## src/rtl/inst_queue_if.sv

```systemverilog
// Fetch/decode handshake bundle for inst_queue: push side, pop side, flush and occupancy.
interface inst_queue_if #(
   parameter int DEPTH = 4,
   parameter int CW    = $clog2(DEPTH) + 1
);
   logic          in_valid;
   logic [31:0]   in_pc_n;
   logic [31:0]   in_inst;
   logic          in_ready;
   logic          flush;
   logic          out_valid;
   logic [31:0]   out_pc_n;
   logic [31:0]   out_inst;
   logic          out_ready;
   logic [CW-1:0] count;

   modport master (
      output in_valid, in_pc_n, in_inst, flush, out_ready,
      input  in_ready, out_valid, out_pc_n, out_inst, count
   );

   modport slave (
      input  in_valid, in_pc_n, in_inst, flush, out_ready,
      output in_ready, out_valid, out_pc_n, out_inst, count
   );
endinterface

```

## src/rtl/inst_queue.sv

```systemverilog
// Fetch-to-decode instruction FIFO holding {pc_n, inst}; flush on a taken jump drops all entries.
// Full/empty come only from the occupancy counter, so pointers wrap freely.
module inst_queue #(
   parameter int DEPTH = 4,
   parameter int CW    = $clog2(DEPTH) + 1
) (
   input logic         clk,
   input logic         rst_n,
   inst_queue_if.slave q
);
   localparam int AW = $clog2(DEPTH);

   logic [AW-1:0] wp_q, wp_d;
   logic [AW-1:0] rp_q, rp_d;
   logic [CW-1:0] count_q, count_d;
   logic [63:0]   mem_q [DEPTH];
   logic          push, pop;
   logic          in_ready, out_valid;

   // Ready/valid depend only on registered occupancy: no full or empty bypass.
   assign in_ready    = (count_q != CW'(DEPTH));
   assign out_valid   = (count_q != '0);
   assign push        = q.in_valid & in_ready & ~q.flush;
   assign pop         = out_valid & q.out_ready & ~q.flush;

   assign q.in_ready  = in_ready;
   assign q.out_valid = out_valid;
   assign q.count     = count_q;
   assign q.out_pc_n  = out_valid ? mem_q[rp_q][63:32] : 32'd0;
   assign q.out_inst  = out_valid ? mem_q[rp_q][31:0]  : 32'd0;

   always_comb begin
      wp_d    = wp_q;
      rp_d    = rp_q;
      count_d = count_q;
      if (q.flush) begin
         wp_d    = '0;
         rp_d    = '0;
         count_d = '0;
      end else begin
         if (push) wp_d = wp_q + AW'(1);
         if (pop)  rp_d = rp_q + AW'(1);
         case ({push, pop})
            2'b10:   count_d = count_q + CW'(1);
            2'b01:   count_d = count_q - CW'(1);
            default: count_d = count_q;
         endcase
      end
   end

   always_ff @(posedge clk or negedge rst_n) begin
      if (!rst_n) begin
         wp_q    <= '0;
         rp_q    <= '0;
         count_q <= '0;
      end else begin
         wp_q    <= wp_d;
         rp_q    <= rp_d;
         count_q <= count_d;
      end
   end

   // Storage carries no reset; stale contents are masked by the counter.
   always_ff @(posedge clk) begin
      if (push) mem_q[wp_q] <= {q.in_pc_n, q.in_inst};
   end
endmodule
```

## src/flat_wrapper.sv

```systemverilog
// flat-port wrapper written by rule: the top's interface ports become plain ports
module inst_queue_flat 
#(
   parameter int DEPTH = 4,
   parameter int CW    = $clog2(DEPTH) + 1
)
  (clk, rst_n, q_in_valid, q_in_pc_n, q_in_inst, q_flush, q_out_ready, q_in_ready, q_out_valid, q_out_pc_n, q_out_inst, q_count);
  inst_queue_if #(.DEPTH(DEPTH), .CW(CW)) q_i ();
  input logic clk;
  input logic rst_n;
  input wire logic [$bits(q_i.in_valid)-1:0] q_in_valid;
  input wire logic [$bits(q_i.in_pc_n)-1:0] q_in_pc_n;
  input wire logic [$bits(q_i.in_inst)-1:0] q_in_inst;
  input wire logic [$bits(q_i.flush)-1:0] q_flush;
  input wire logic [$bits(q_i.out_ready)-1:0] q_out_ready;
  output wire logic [$bits(q_i.in_ready)-1:0] q_in_ready;
  output wire logic [$bits(q_i.out_valid)-1:0] q_out_valid;
  output wire logic [$bits(q_i.out_pc_n)-1:0] q_out_pc_n;
  output wire logic [$bits(q_i.out_inst)-1:0] q_out_inst;
  output wire logic [$bits(q_i.count)-1:0] q_count;
  assign q_i.in_valid = q_in_valid;
  assign q_i.in_pc_n = q_in_pc_n;
  assign q_i.in_inst = q_in_inst;
  assign q_i.flush = q_flush;
  assign q_i.out_ready = q_out_ready;
  assign q_in_ready = q_i.in_ready;
  assign q_out_valid = q_i.out_valid;
  assign q_out_pc_n = q_i.out_pc_n;
  assign q_out_inst = q_i.out_inst;
  assign q_count = q_i.count;
  inst_queue #(.DEPTH(DEPTH), .CW(CW)) u_core (.clk(clk), .rst_n(rst_n), .q(q_i));
endmodule
```

## config.mk

```make
export PLATFORM = sky130hd
export DESIGN_NAME = inst_queue_flat
export DESIGN_NICKNAME = d
export VERILOG_FILES = /design/src/rtl/inst_queue_if.sv /design/src/rtl/inst_queue.sv /design/src/flat_wrapper.sv
export SDC_FILE = /design/constraint.sdc
export NUM_CORES = 1
export LEC_CHECK = 0
export ABC_CLOCK_PERIOD_IN_PS = 2620
export CORE_ASPECT_RATIO = 1.5
export CORE_UTILIZATION = 37
export DETAILED_ROUTE_END_ITERATION = 6
export PLACE_DENSITY_LB_ADDON = 0.05
export SYNTH_ARGS = -nofsm -noshare
export SYNTH_HDL_FRONTEND = slang
export SYNTH_SLANG_ARGS = --single-unit
export TNS_END_PERCENT = 1
```

## constraint.sdc

```tcl
create_clock -name clk -period 2.62 [get_ports clk]
set_input_delay 0.524 -clock clk [delete_from_list [all_inputs] [get_ports clk]]
set_output_delay 0.524 -clock clk [all_outputs]
set_load 0.01 [all_outputs]
```

==> run_results.csv <==
group,metric,value,unit
synth,synth-edff-count,256,
die,row_count,74,
synth,ys_top_cells_by_count,"edfxtp_1 (256), and2_1 (68), mux4_2 (64)",
global_routing,track_usage,15.9,%
sta,setup_viol,14,
worst_hold_path,holdCritPathClass,"primary input to async pin",
clock_tree,cts_buffers,25,
synth,synth_top_area_share,75.3,%
global_routing,antenna_found_initial,0,
synth,synth_top_family_by_area,"multiplexers",
placed_design,io_buffers,137,
setup_path,path_cells,"buf_8, buf_12, mux4_2, and2_4, buf_6",
layout,diodes,0,
synth,synth_seq_area_share,77.0,%
setup_path,cp_top_family,"flip-flops",
clock_tree,cts_tree,"done",
placed_design,gp_congestion,0.767,
synth,synth-xor-area-share,0.429,%
sta,rsz0062_at_grt,"true",
synth,synth_cell_type_count,31,
placed_design,place_hpwl,12400,um
clock_tree,clkLatencyLatePin,0.51,ns
global_routing,grt_pass1_wl,33000,um
global_routing,grt_pass1_vias,5590,
setup_path,slowest_delay,0.51,ns
global_routing,grt_max_degree,44,
pwr,p_leak,0.00447,uW
layout,syn2layout_area_growth,30.6,%
setup_path,crit_slowest_cell,"dfrtp_4",
route,drt_first_iter_violations,406,
setup_path,arrival,2.13,ns
setup_path,cp-end-kind,"output port",
run_status,status,"finished with violations",
die,initial_core_util,37.5,%
sta,worst_pin_slew,0.467,ns
route,dr_total_vias,5064,
layout,drive_gt1_share,38.6,%
layout,fin_nets,724,
clock_tree,root_buffer,"clkbuf_16",
setup_path,cp.required,2.10,ns
die,chipWidth,138,um
sta,finalCritPeriodShare,101,%
setup_path,critPathMaxFanout,8,
route,firstDrtPassIters,4,
global_routing,grt_overflow,0,
die,die_y,205,um
die,io_pins,138,
synth,synth-adder-area-share,0.686,%
synth,avgSynthCellArea,21.7,um2
pwr,total_power,9840,uW
sta,skew,0.00956,ns
sta,hold_violations,0,
placed_design,pre_cts_slack,-0.00255,ns
sta,hold_ws,0.308,ns
die,die-area,28300,um2
synth,synth_compound_area_share,0.662,%
sta,worst_slack,-0.0314,ns
setup_path,crit_buf_inv,3,
synth,yosysTopAreaCell,"edfxtp_1",
synth,synth_area,10200,um2
sta,drv_slew,0,
synth,synthTopCellsByArea,"edfxtp_1 (75%), mux4_2 (14%), and2_1 (4.2%)",
synth,synthSimpleGateAreaFrac,5.58,%
synth,synthMuxAreaShare,14.1,%
clock_tree,clk_path_buf_depth,3,
route,via_per_inst,5.03,
pwr,power_density,738,nW/um2
clock_tree,clk_pin_slew_worst_paths,0.06,ns
route,postRouteWirelength,21400,um
route,ant_nets,0,
synth,ys_seq_elements,263,
pwr,ir_drop,0.463,mV
synth,yosysWarningCount,0,
synth,synth_nets,545,
sta,relSlewSlack,68.0,%
sta,max_freq,377,MHz
synth,netlist_instances,471,
clock_tree,cts.sinks,263,
route,routedWlPerCell,21.3,um
sta,period_needed,2.65,ns
run,drv_cap,0,
clock_tree,cts_hold_buf,0,
run_status,violations,"negative setup slack",
route,drcViolationCount,0,
die,core_area,27200,um2
synth,ys.flop_type,"edfxtp_1",
synth,synth.most_common_cell,"edfxtp_1",
layout,final_util,49.0,%
synth,async_flop_share,2.66,%
setup_path,crit_type,"register to output port",
setup_path,start_kind,"register",
clock_tree,htree_levels,1,
cell families (layout without fill, tap and decap cells):
kind of cell	count (synthesis)	in the layout
adder cells (fa/ha/maj)	5	5
XOR/XNOR	5	5
flip-flops	263	263
buffers and inverters	28	222
AO/OA/AOI/OAI	11	11
multiplexers	64	64
AND/OR/NAND/NOR	95	95
layout make-up:
cell class | count | area (um2)
fill | 2289 | 13900
inverter | 3 | 11.3
tap | 342 | 428
multi-input combinational | 180 | 2340
clock inverter | 6 | 25.0
sequential | 263 | 7870
clock buffer | 36 | 687
timing repair buffer | 177 | 1980
per-layer routing:
metal / vias to the layer above / track usage [%] / wire length, um
met1: 2655 / 20.6 / 8690
met2: 130 / 27.3 / 11300
met3: 29 / 2.91 / 1080
met5: - / 0 / 0
met4: 0 / 4.24 / 361
li1: 2250 / - / -
final timing paths:
| check | start | endpoint | slack (ns) | cells after the start |
|---|---|---|---|---|
| min in group clk | u_core.wp_q[1]$_DFFE_PN0P_ | u_core.wp_q[1]$_DFFE_PN0P_ | 0.62 | 2 |
| hold / removal | rst_n | u_core.wp_q[1]$_DFFE_PN0P_ | 0.31 | 1 |
| max in group asynchronous | rst_n | u_core.rp_q[1]$_DFFE_PN0P_ | 1.99 | 1 |
| setup / recovery | u_core.rp_q[0]$_DFFE_PN0P_ | q_out_inst[21] | -0.03 | 5 |
| hold reg to reg | u_core.wp_q[1]$_DFFE_PN0P_ | u_core.wp_q[1]$_DFFE_PN0P_ | 0.62 | 2 |
| setup reg to reg | u_core.q.count[2]$_DFFE_PN0P_ | u_core.q.count[2]$_DFFE_PN0P_ | 0.17 | 6 |
per-stage QoR:
stage	instance area, um2	TNS, ns	std cells
after floorplan	10200	-61.21	471
after global placement	12300	0	951
after detailed placement	12300	-0.00255	951
after CTS	13200	-3.50	1010
after global routing	13300	-4.10	1007
final	13300	-0.117	1007
cell usage in the layout, fill, tap and decap left out, types with 2 or more instances in the layout:
cell	n
mux4_2	64
buf_2	15
clkbuf_1	9
nand3_1	5
buf_6	55
ha_1	4
o21ai_0	2
inv_1	3
clkbuf_8	2
xor2_1	3
and2_1	12
a21o_1	2
buf_16	3
clkinv_1	4
buf_4	11
clkbuf_16	25
buf_12	18
nor2_1	7
nor3b_1	2
edfxtp_1	256
clkinv_2	2
dfrtp_4	2
clkdlybuf4s50_1	72
xnor2_1	2
and2_4	56
nand2_1	5
buf_8	2
dfrtp_1	5
a21oi_1	4
sequential cells by signal (all words and copies together), names as in the netlist:
signal and count:
u_core.mem_q 256, u_core.q.count 3, u_core.rp_q 2, u_core.wp_q 2
report_power, final:
| group | switching (uW) | internal [uW] | total, uW |
|---|---|---|---|
| logic | 747 | 1050 | 1800 |
| clock network | 1430 | 1800 | 3230 |
| registers | 41.4 | 4770 | 4810 |
| total | 2220 | 7620 | 9840 |
timing repair:
item	in CTS	in global routing
cloned	4	0
setup buffers	14	0
endpoints found under the setup margin	65	63
resized for setup	335	51
pin swaps	15	0
(Power assumes the default switching activity.)
